===== config.mk =====
export PLATFORM = sky130hd
export DESIGN_NAME = sram_stream_ctrl
export DESIGN_NICKNAME = d
export VERILOG_FILES = /design/src/rtl/sram_stream_ctrl.sv
export SDC_FILE = /design/constraint.sdc
export NUM_CORES = 1
export LEC_CHECK = 0
export ABC_AREA = 1
export CORE_MARGIN = 3
export CORE_UTILIZATION = 57
export CTS_BUF_LIST = sky130_fd_sc_hd__clkbuf_8
export DETAILED_ROUTE_END_ITERATION = 16
export PLACE_DENSITY = 0.88
export SLEW_MARGIN = 0
export SYNTH_ARGS = -nofsm -noshare
export SYNTH_HDL_FRONTEND = slang
export SYNTH_SLANG_ARGS = --single-unit

===== constraint.sdc =====
create_clock -name CLK -period 7 [get_ports CLK]
set_input_delay 0.7 -clock CLK [delete_from_list [all_inputs] [get_ports CLK]]
set_output_delay 0.7 -clock CLK [all_outputs]
set_load 0.005 [all_outputs]

===== src/rtl/sram_stream_ctrl.sv =====
// Streams a vector from SRAM port A to a valid/ready output and an input
// stream into SRAM port B, with a one-cycle done pulse when both sides finish.
module sram_stream_ctrl #(
    parameter int unsigned BITS       = 32,
    parameter int unsigned ADDR_WIDTH = 15,
    parameter int unsigned LEN_WIDTH  = 16
) (
    input  logic                  CLK,
    input  logic                  RST,
    input  logic                  cmd_valid,
    output logic                  cmd_ready,
    input  logic [ADDR_WIDTH-1:0] cmd_rd_base,
    input  logic [ADDR_WIDTH-1:0] cmd_wr_base,
    input  logic [LEN_WIDTH-1:0]  cmd_len,
    output logic                  out_valid,
    input  logic                  out_ready,
    output logic [BITS-1:0]       out_data,
    input  logic                  in_valid,
    output logic                  in_ready,
    input  logic [BITS-1:0]       in_data,
    output logic                  done,
    output logic                  CENA,
    output logic                  WENA,
    output logic [ADDR_WIDTH-1:0] AA,
    input  logic [BITS-1:0]       QA,
    output logic                  CENB,
    output logic                  WENB,
    output logic [ADDR_WIDTH-1:0] AB,
    output logic [BITS-1:0]       DB
);

    localparam int unsigned IW = LEN_WIDTH + 1;

    typedef enum logic [1:0] {IDLE, RUN, DONE} state_t;

    state_t                state;
    state_t                state_nxt;

    logic [IW-1:0]         len_q;
    logic [IW-1:0]         rd_idx;
    logic [IW-1:0]         wr_idx;
    logic [IW-1:0]         pop_cnt;
    logic [ADDR_WIDTH-1:0] rd_base_q;
    logic [ADDR_WIDTH-1:0] wr_base_q;

    logic [BITS-1:0]       fifo_mem [2];
    logic                  wr_ptr;
    logic                  rd_ptr;
    logic [1:0]            occ;
    logic                  inflight;

    logic                  accept;
    logic                  pop;
    logic                  issue;
    logic                  wr_fire;
    logic                  rd_more;
    logic                  wr_more;
    logic                  fin;
    logic [2:0]            slots_used;

    // Handshake and issue decisions
    always_comb begin
        out_valid  = (occ != 2'd0);
        out_data   = fifo_mem[rd_ptr];
        pop        = out_valid && out_ready;
        rd_more    = (rd_idx < len_q);
        wr_more    = (wr_idx < len_q);
        slots_used = 3'(occ) + 3'(inflight) - 3'(pop);
        issue      = (state == RUN) && rd_more && (slots_used < 3'd2);
        in_ready   = (state == RUN) && wr_more;
        wr_fire    = in_valid && in_ready;
        accept     = (state == IDLE) && cmd_valid;
        fin        = (rd_idx == len_q) && (occ == 2'd0) && !inflight &&
                     (pop_cnt == len_q) && (wr_idx == len_q);
    end

    // SRAM pins; addresses and data are forced to zero when the port is idle
    always_comb begin
        CENA = !issue;
        WENA = 1'b1;
        AA   = issue ? rd_base_q + ADDR_WIDTH'(rd_idx) : '0;
        CENB = !wr_fire;
        WENB = !wr_fire;
        AB   = wr_fire ? wr_base_q + ADDR_WIDTH'(wr_idx) : '0;
        DB   = wr_fire ? in_data : '0;
    end

    always_ff @(posedge CLK or posedge RST) begin
        if (RST) state <= IDLE;
        else     state <= state_nxt;
    end

    always_comb begin
        state_nxt = state;
        cmd_ready = 1'b0;
        done      = 1'b0;
        case (state)
            IDLE: begin
                cmd_ready = 1'b1;
                if (cmd_valid) state_nxt = RUN;
            end
            RUN:  if (fin) state_nxt = DONE;
            DONE: begin
                done      = 1'b1;
                state_nxt = IDLE;
            end
            default: state_nxt = IDLE;
        endcase
    end

    always_ff @(posedge CLK or posedge RST) begin
        if (RST) begin
            len_q     <= '0;
            rd_idx    <= '0;
            wr_idx    <= '0;
            pop_cnt   <= '0;
            rd_base_q <= '0;
            wr_base_q <= '0;
            wr_ptr    <= 1'b0;
            rd_ptr    <= 1'b0;
            occ       <= 2'd0;
            inflight  <= 1'b0;
        end else if (accept) begin
            len_q     <= IW'(cmd_len);
            rd_base_q <= cmd_rd_base;
            wr_base_q <= cmd_wr_base;
            rd_idx    <= '0;
            wr_idx    <= '0;
            pop_cnt   <= '0;
            wr_ptr    <= 1'b0;
            rd_ptr    <= 1'b0;
            occ       <= 2'd0;
            inflight  <= 1'b0;
        end else begin
            inflight <= issue;
            if (issue)    rd_idx  <= rd_idx + IW'(1);
            if (wr_fire)  wr_idx  <= wr_idx + IW'(1);
            if (inflight) wr_ptr  <= ~wr_ptr;
            if (pop) begin
                pop_cnt <= pop_cnt + IW'(1);
                rd_ptr  <= ~rd_ptr;
            end
            occ <= occ + 2'(inflight) - 2'(pop);
        end
    end

    // QA is valid in the cycle after a read was issued
    always_ff @(posedge CLK) begin
        if (inflight) fifo_mem[wr_ptr] <= QA;
    end

endmodule

==> results by group, run 1 <==
Final layout
  – Layout fillers: around 1,300
  – Multi-input gate area: ~5000 um^2
  – Nets: roughly 1,700
  – Final Instance Area: roughly 13,000 um^2
  – Final Non-Filler Cells: between 1,500 and 2,000
  – Share of layout cells above drive strength 1: 0.04037
  – Final core utilization: 0.7423
  – Register area: ~4500 um^2
  – Syn-to-layout area delta: 26.71%
  – N_diodes: 0

Floorplanning
  – Starting density of the core: 0.5858
  – I/O Pins: between 200 and 250
  – Number of placement rows: between 40 and 50
  – CORE AREA: 17,420 um^2
  – Die Span Y: about 140 um
  – Die Wd: roughly 140 um
  – Die ar.: around 20,000 um^2

Place
  – Final HPWL DP: between 15,000 and 20,000 um
  – Placed cells: between 1,500 and 2,000
  – Gpl congestion: about 0.93
  – Placed Area: roughly 12,000 um^2
  – I/O Buffers: between 200 and 250

Clocking
  – # hold bufs at CTS: 0
  – PostCTS Resize Cnt: 0
  – Number of buffers created by CTS: 17
  – Clk buf depth: 2
  – Clk root buf: clkbuf_8
  – CTS Sinks: about 170
  – Postcts setup bufs: 0
  – Worst-Skew Late Latency: ~0.46 ns
  – H-tree levels: 4
  – CTS tree: built
  – Worst-path clk slew: ~0.090 ns

Timing
  – Max_slew headroom: 0.2260
  – Final worst-path cycle share: 0.6990
  – Tmin final: between 4 and 5 ns
  – Setup_tns: 0 ns
  – Highest clock rate: 204.4 MHz
  – Worst-margin pin slew: 1.161 ns
  – Setup repair after global routing missed its margin: false
  – Clk_skew: about 0.0095 ns
  – Final setup violation count: 0
  – Final hold viol count: 0
  – Pins Over Slew Limit: 0

Route
  – Wire per inst: 15.09 um
  – Residual DRC count: 0
  – Vias: 9,272
  – Wire length on met3: ~1500 um
  – Top Layer Used: met4
  – DR iter-0 viols: between 800 and 900
  – DRT Wirelength: about 26,000 um
  – DRT met1 WL: ~11,000 um
  – Drt pass-1 iters: 5
  – Via-per-instance ratio: approximately 5.3
  – Met2 wire length: approximately 13,000 um
  – Antenna viol nets, final: 0

Synth
  – Mapped Area: between 10,000 and 15,000 um^2
  – Synth top area share: 0.2551
  – Syn_area_per_cell: around 7.9 um^2
  – Syn_nets: ~1,500
  – Sequential share of the synthesized area: 0.4434
  – Seq cells post-synth: roughly 170
  – Synth unique cells: 45
  – Synth area leader: dfrtp_1
  – Post-Synthesis Cells: 1,298
  – Largest cells by area after synthesis: dfrtp_1, edfxtp_1, nand2_1, ha_1, nor2_1
  – Ys Warns: 0

Global routing
  – GRT overflow: 0
  – Vias in the first global route: 8,992
  – GRT Overall Usage: 0.2708
  – First-pass GRT wire length: between 40,000 and 50,000 um
  – Largest net degree at the start of global routing: 80
  – Initial antenna violation count: 0

Setup path
  – Critical path required time: approximately 6.3 ns
  – CP Capture Type: output pin
  – CP Max Fanout: 22
  – Worst Path Arrival: 4.19 ns
  – Startpoint Class: input port
  – Critical Setup Path Class: in2out

Run
  – Max-cap viol count: 0

Status
  – Status: finished, final reports clean

Power and ir drop
  – Pleak: roughly 6.3 nW
  – Total power: 3.210 mW
  – P per Cell Area: about 250 nW/um^2
  – Peak supply drop: roughly 0.21 mV

Worst hold path
  – Worst hold path type: reg2reg
critical path, stage by stage:
cell,delay (ns)
clkdlybuf4s50_1,0.48
nand2_1,0.11
inv_2,0.15
ha_1,0.25
inv_1,0.06
ha_1,0.13
inv_1,0.04
fa_1,0.50
inv_1,0.05
nor2_1,0.16
inv_1,0.07
nor2_2,0.71
nand2_1,0.14
nor2_1,0.12
clkdlybuf4s50_1,0.51
worst paths after layout:
kind                               startpoint       endpoint  slack, ns  depth (start not counted)
worst max-delay path                out_ready         AA[11]       2.11                         15
worst min-delay path            wr_base_q[12]  wr_base_q[12]       0.49                          2
worst max register to register         occ[1]      rd_idx[2]       3.78                         15
worst min register to register  wr_base_q[12]  wr_base_q[12]       0.49                          2
max in group asynchronous                 RST     wr_idx[16]       5.14                          3
min in group asynchronous                 RST     pop_cnt[5]       0.60                          2
metrics by stage:
step / worst slack (ns) / hold slack (ns)
global route: 1.867 / 0.5221
finish: 2.107 / 0.4928
floorplan: 3.568 / 0.4528
detailed placement: 2.149 / 0.4733
CTS: 2.140 / 0.4986
global placement: 2.272 / 0.4679
power by group:
part	switching (mW)	total, mW	leakage [nW]	internal, mW
logic	0.615	1.12	4.21	0.503
clock network	0.386	0.749	0.215	0.363
registers	0.158	1.34	1.90	1.19
total	1.16	3.21	6.32	2.05
cell families (layout without fill, tap and decap cells):
logic type      Yosys count  after routing  share of synthesized area
flops                   168            168                     0.4434
compound gates          113            113                    0.06193
simple gates            720            720                     0.2944
xor+xnor                 52             52                    0.04464
buf+inv                 176            389                    0.06965
fa+ha+maj                68             68                    0.08559
other cells               1              1                  0.0003675
flip-flops by register name, indices dropped and copies added (netlist names):
register	cells
fifo_mem	64
pop_cnt	17
rd_idx	17
wr_idx	17
len_q	16
rd_base_q	15
wr_base_q	15
occ	2
state	2
inflight	1
rd_ptr	1
wr_ptr	1
per-layer routing:
layer / vias to the layer above / global-route usage
met1: 4299 / 0.3590
met4: 0 / 0.09791
met2: 331 / 0.4553
li1: 4588 / -
met3: 54 / 0.03952
met5: - / 0
layout make-up:
class | count | area share
multi-input combinational | 954 | 0.3851
sequential | 168 | 0.3499
tap | 225 | 0.02177
inverter | 135 | 0.03939
clock buffer | 17 | 0.01810
clock inverter | 15 | 0.01519
timing repair buffer | 222 | 0.1705
cells in the mapped netlist, drive strengths merged:
master,instances
nor3,24
nor3b,3
xor2,33
o22ai,6
nand4,23
o21ai,38
dfrtp,104
clkbuf,18
o21ba,1
ha,65
a221oi,1
and2,1
a21oi,47
nand3b,1
edfxtp,64
a31o,2
a21o,3
or2,10
a31oi,5
nor4,5
nor2,143
fa,3
conb,1
buf,23
inv,134
o21a,1
nand3,81
xnor2,19
and3,1
nand2,428
clkinv,1
o21bai,9
cells in the final DEF (no fill, tap or decap), types with 19 or more instances in the layout:
cell / instances
nand2_1: 424
clkdlybuf4s50_1: 215
nor2_1: 140
inv_1: 130
dfrtp_1: 104
nand3_1: 79
ha_1: 65
edfxtp_1: 64
a21oi_1: 46
o21ai_0: 37
xor2_1: 33
nand4_1: 23
nor3_1: 20
xnor2_1: 19
Note: power is estimated with default switching activity, not from simulation.
==> run 2: changes to the inputs <==
Settings changed: CORE_UTILIZATION 57 to 53, PLACE_DENSITY 0.88 to 0.83.
Clock period 7 ns to 4.7 ns, I/O delays scaled along.
==> run 2 against run 1 <==
  * Combinational power rose by 58%
  * Flip-flop and latch count did not move
  * Critical endpoint is now AA[12]
  * Count of clock-buffer cells in the layout did not move
  * Highest routed layer unchanged
  * Critical path type is now reg2out
  * Clock skew rose by 0.0057 ns
==> results by group, run 2 (synthesized netlist as in run 1, its figures left out) <==
Route
  – Vias: 9,223 (-0.53%)
  – Drt pass-1 iters: 5 (unchanged)
  – DRT Wirelength: 26,420 um (+0.86%)
  – Residual DRC count: 0 (unchanged)
  – Antenna viol nets, final: 0 (unchanged)
  – Wire per inst: 14.87 um (-1.4%)
  – Via-per-instance ratio: 5.193 (-2.8%)
  – DR iter-0 viols: 532 (-37%)

Floorplanning
  – CORE AREA: 18,830 um^2 (+8.1%)
  – Die ar.: 20,950 um^2 (+7.2%)
  – Number of placement rows: 50 (+4.2%)
  – Die Wd: 144.8 um (+3.5%)
  – I/O Pins: 217 (unchanged)
  – Die Span Y: 144.8 um (+3.5%)
  – Starting density of the core: 0.5419 (-0.04399)

Place
  – Final HPWL DP: 19,810 um (+2.0%)
  – Gpl congestion: 0.9136 (-1.6%)
  – I/O Buffers: 215 (unchanged)
  – Worst slack at placement: 0.4330 ns (-1.716 ns)

Setup path
  – CP Max Fanout: 7 (-68%)
  – Cell family with most CP delay: buffers and inverters
  – Worst Path Arrival: 3.53 ns (-0.66 ns)
  – Startpoint Class: flip-flop
  – Critical path required time: 4.23 ns (-2.07 ns)
  – CP cell instances: inv_1 -> nand2_2 -> nand2_1 -> inv_2 -> ha_1 -> inv_1 -> ha_1 -> inv_1 -> fa_1 -> inv_1 -> nor2_1 -> inv_1 -> nor2_2 -> nand2_1 -> nor2_1 -> clkdlybuf4s50_1
  – Max stage delay on crit path: 0.51 ns (-0.20 ns)
  – CP max stage cell: clkdlybuf4s50_1
  – Critical Setup Path Class: reg2out
  – WP buf/inv: 7 (unchanged)
  – CP Capture Type: output pin
  – Most frequent CP cell: inv_1

Clocking
  – Worst-Skew Late Latency: 0.46 ns (about the same)
  – CTS tree: built
  – Postcts setup bufs: 0 (unchanged)
  – Clk buf depth: 2 (unchanged)
  – CTS Sinks: 168 (unchanged)
  – Worst-path clk slew: 0.09 ns (about the same)
  – Clk root buf: clkbuf_8
  – Number of buffers created by CTS: 17 (unchanged)
  – H-tree levels: 4 (unchanged)
  – PostCTS Resize Cnt: 0 (unchanged)
  – # hold bufs at CTS: 0 (unchanged)

Power and ir drop
  – Sw Pwr: 1.722 mW (+49%)
  – Clock power share: 0.198 (-0.035)
  – Peak supply drop: 0.2591 mV (+25%)
  – Total power: 4.646 mW (+45%)
  – Seq pwr share: 0.422 (+0.003)
  – Combinational fraction of design power: 0.380 (+0.032)
  – Switching share of power: 0.3705 (+0.009556)
  – Pleak: 6.314 nW (about the same)
  – P per Cell Area: 359.7 nW/um^2 (+45%)
  – Internal power: 2.925 mW (+43%)

Timing
  – Clk_skew: 0.01519 ns (+0.005721 ns)
  – Final hold viol count: 0 (unchanged)
  – Pins Over Slew Limit: 0 (unchanged)
  – Highest clock rate: roughly 250 MHz
  – Worst-margin pin slew: 0.9888 ns (-0.1723 ns)
  – Post-route setup slack: 0.6994 ns (-1.407 ns)
  – Final setup violation count: 0 (unchanged)
  – Setup repair after global routing missed its margin: false
  – Final worst-path cycle share: 0.8512
  – Max_slew headroom: 0.3408 (+0.1148)
  – Tmin final: approximately 4 ns
  – Setup_tns: 0 ns (unchanged)

Final layout
  – Share of layout cells above drive strength 1: 0.04090 (+0.0005265)
  – Max FFs per register: 64 (unchanged)
  – Most frequent cells in the layout: nand2_1, clkdlybuf4s50_1, nor2_1
  – Nets: 1,686 (+0.30%)
  – Largest Register: fifo_mem
  – N_diodes: 0 (unchanged)
  – Most common cell after layout, fill and taps aside: nand2_1
  – Syn-to-layout area delta: 26.58% (about the same)

Run
  – Max-cap viol count: 0 (unchanged)

Global routing
  – GRT Overall Usage: 0.2483 (-0.02251)
  – Initial antenna violation count: 0 (unchanged)
  – Largest net degree at the start of global routing: 79 (-1.3%)
  – Vias in the first global route: 8,827 (-1.8%)
  – First-pass GRT wire length: 41,800 um (-3.6%)
  – GRT overflow: 0 (unchanged)

Worst hold path
  – Worst hold path type: reg2reg

Status
  – Status: finished, final reports clean
## run 2: final timing paths
check                                    from             to  slack (ns)  depth (start not counted)
worst max-delay path                   occ[1]         AA[12]        0.70                         16
worst min-delay path            rd_base_q[10]  rd_base_q[10]        0.49                          2
worst max register to register         occ[1]      rd_idx[1]        1.74                         17
worst min register to register  rd_base_q[10]  rd_base_q[10]        0.49                          2
max in group asynchronous                 RST       len_q[7]        3.16                          3
min in group asynchronous                 RST     pop_cnt[4]        0.59                          2
## run 2: metrics by stage
| step | hold WS (ns) | cell area (um^2) | std cells | utilization |
|---|---|---|---|---|
| after floorplan | 0.4528 | 10200 | 1298 | - |
| after detailed placement | 0.4730 | 12560 | 1742 | 0.6672 |
| after global routing | 0.5124 | 12920 | 1776 | 0.6859 |
| final | 0.4912 | 12920 | 1776 | 0.6859 |
| after global placement | 0.4699 | 12560 | 1742 | 0.6672 |
| after CTS | 0.4952 | 12900 | 1774 | 0.6851 |
## run 2: area by class of cell
cell class	instances	area (um^2)
tap	260	325.3
multi-input combinational	954	4979
clock inverter	15	102.6
fill	1568	5914
timing repair buffer	227	2242
clock buffer	17	234.0
sequential	168	4524
inverter	135	509.2
## run 2: worst reg2reg max path: cells and delay by family (launching register included)
family        cells  cell delay [ns]
fa+ha+maj         3             0.89
buf+inv           8             0.88
flops             1             0.43
simple gates      6             0.67
## run 2: power by group through the flow
stage,clock network [mW],logic [mW],registers (mW)
6_report,0.921,1.77,1.96
5_1_grt,0.996,1.97,1.99
3_3_place_gp,0,1.68,1.98
2_1_floorplan,0,1.03,1.92
4_1_cts,0.936,1.74,1.96
3_5_place_dp,0,1.73,1.98
## run 2: metal layers
metal,global-route usage,part of all wire,vias to the layer above
met1,0.3292,0.43,4281
met5,0,0,-
met2,0.4175,0.49,304
met3,0.04831,0.057,47
met4,0.06971,0.019,0
li1,-,-,4591
==> run 3: changes to the inputs <==
Settings changed: GPL_ROUTABILITY_DRIVEN set to 0.
==> run 3 against run 2 <==
  * Maximum frequency shrank 3.0%
  * Non-clock buffer count decreased by 1
  * Sequential share of layout area decreased by 0.19 points
  * Combinational power hardly changed
  * Final cell count about the same
  * Flip-flop and latch count is the same
  * Global-route usage increased by 0.051 points
  * Hold slack improved by 0.0037 ns
  * Critical endpoint is now AA[3]
  * First-iteration DRC count grew 42%
  * Critical path depth decreased by 1
==> results by group, run 3 (synthesized netlist as in run 1, its figures left out) <==
Route
  – Antenna viol nets, final: 0 (unchanged)
  – Residual DRC count: 0 (unchanged)
  – Wire per inst: 14.92 um (+0.33%)
  – Drt pass-1 iters: 5 (unchanged)
  – DRT Wirelength: 26,490 um (+0.27%)
  – DR iter-0 viols: 756 (+42%)
  – Via-per-instance ratio: 5.162 (-0.61%)
  – Vias: 9,162 (-0.66%)

Timing
  – Tmin final: 4.124 ns (+0.1232 ns)
  – Final hold viol count: 0 (unchanged)
  – Worst-margin pin slew: 0.9837 ns (-0.005116 ns)
  – Pins Over Slew Limit: 0 (unchanged)
  – Setup repair after global routing missed its margin: false
  – Setup_tns: 0 ns (unchanged)
  – Hold_ws: 0.4949 ns (+0.003685 ns)
  – Clk_skew: 0.01690 ns (+0.001708 ns)
  – Final setup violation count: 0 (unchanged)
  – Max_slew headroom: 0.3442 (+0.003411)
  – Highest clock rate: 242.5 MHz (-3.0%)
  – Final worst-path cycle share: 0.8774 (+0.02622)
  – Post-route setup slack: 0.5762 ns (-0.1232 ns)

Place
  – I/O Buffers: 215 (unchanged)
  – Final HPWL DP: 19,790 um (about the same)
  – Placed Area: 12,560 um^2 (unchanged)
  – Placed cells: 1,742 (unchanged)
  – Worst slack at placement: 0.3748 ns (-0.05819 ns)

Final layout
  – Most common cell after layout, fill and taps aside: nand2_1
  – Most frequent cells in the layout: nand2_1, clkdlybuf4s50_1, nor2_1
  – Nets: 1,685 (-0.059%)
  – Max FFs per register: 64 (unchanged)
  – N_diodes: 0 (unchanged)
  – Layout fillers: 1,540 (-1.8%)
  – Final Non-Filler Cells: 1,775 (-0.056%)
  – Final core utilization: 0.6896 (+0.003654)
  – Largest Register: fifo_mem
  – Syn-to-layout area delta: 27.26%
  – Final Instance Area: 12,990 um^2 (+0.53%)
  – Share of layout cells above drive strength 1: 0.04224 (+0.001347)

Status
  – Status: finished, final reports clean

Global routing
  – GRT Overall Usage: 0.2488 (+0.0005067)
  – Initial antenna violation count: 0 (unchanged)
  – Vias in the first global route: 8,671 (-1.8%)
  – First-pass GRT wire length: 41,760 um (-0.10%)
  – GRT overflow: 0 (unchanged)
  – Largest net degree at the start of global routing: 79 (unchanged)

Clocking
  – Clk buf depth: 2 (unchanged)
  – Worst-Skew Late Latency: 0.48 ns (+0.02 ns)
  – CTS tree: built
  – CTS Sinks: 168 (unchanged)
  – Clk root buf: clkbuf_8
  – Worst-path clk slew: 0.10 ns (about the same)
  – H-tree levels: 4 (unchanged)
  – Number of buffers created by CTS: 17 (unchanged)

Power and ir drop
  – Peak supply drop: 0.2474 mV (-4.5%)
  – Pleak: 6.342 nW (+0.44%)
  – P per Cell Area: 370.6 nW/um^2 (+3.0%)
  – Total power: 4.813 mW (+3.6%)

Run
  – Max-cap viol count: 0 (unchanged)

Setup path
  – Critical Setup Path Class: reg2out
  – CP max stage cell: clkdlybuf4s50_1
  – Worst Path Arrival: 3.65 ns (+0.12 ns)
  – CP Max Fanout: 13 (+6)
  – Startpoint Class: flip-flop
  – CP Capture Type: output pin
  – Worst-case reg-to-reg path depth: 16 (-1)
  – Most frequent CP cell: inv_1
  – Critical path required time: 4.23 ns (about the same)
  – Max stage delay on crit path: 0.55 ns (+0.04 ns)
  – CP cell instances: inv_1 -> nand2_2 -> nand2_1 -> inv_2 -> ha_1 -> inv_1 -> ha_1 -> inv_1 -> fa_1 -> inv_1 -> nor2_1 -> nand4_1 -> buf_4 -> nor3_1 -> clkdlybuf4s50_1

Floorplanning
  – Number of placement rows: 50 (unchanged)
  – Die Wd: 144.8 um (unchanged)
  – Die ar.: 20,950 um^2 (unchanged)
  – Starting density of the core: 0.5419 (unchanged)
  – CORE AREA: 18,830 um^2 (unchanged)
  – Die Span Y: 144.8 um (unchanged)
  – I/O Pins: 217 (unchanged)

Worst hold path
  – Worst hold path type: reg2reg
  – WHS Path Cells: 2 (unchanged)
run 3: path summary, 6_finish.rpt:
check / slack [ns] / startpoint / to
worst min register to register: 0.49 / wr_base_q[13] / wr_base_q[13]
worst min-delay path: 0.49 / wr_base_q[13] / wr_base_q[13]
max in group asynchronous: 3.18 / RST / wr_base_q[3]
worst max register to register: 1.70 / occ[1] / rd_idx[2]
min in group asynchronous: 0.57 / RST / pop_cnt[4]
worst max-delay path: 0.58 / occ[1] / AA[3]
run 3: layout make-up:
cell class | count | area (um^2) | area share
Multi-Input combinational cell | 954 | 4979 | 0.3834
Sequential cell | 168 | 4524 | 0.3484
Timing Repair Buffer | 226 | 2235 | 0.1721
Inverter | 135 | 509.2 | 0.03922
Tap cell | 260 | 325.3 | 0.02505
Clock buffer | 17 | 234.0 | 0.01802
Clock inverter | 15 | 178.9 | 0.01378
run 3: where the power goes:
group	internal [mW]	switching, mW
combinational	0.777	0.984
clock	0.494	0.595
sequential	1.77	0.196
run 3: worst max-delay path: cells and delay by family, from the launching register on:
kind	cells	cell delay (ns)
buffers and inverters	7	1.10
adder cells (fa/ha/maj)	3	0.93
AND/OR/NAND/NOR	5	0.71
flip-flops	1	0.43
run 3: repair_timing:
action	in CTS	in global routing
gates resized for setup	0	0
hold buffers	0	0
endpoints found under the setup margin	0	2
buffers inserted	0	1
run 3: metal layers:
| layer | global-route usage | wire length (um) |
|---|---|---|
| met1 | 0.3266 | 11340 |
| met2 | 0.4170 | 13090 |
| met3 | 0.04535 | 1489 |
| met4 | 0.08493 | 566 |
| met5 | 0 | 0 |
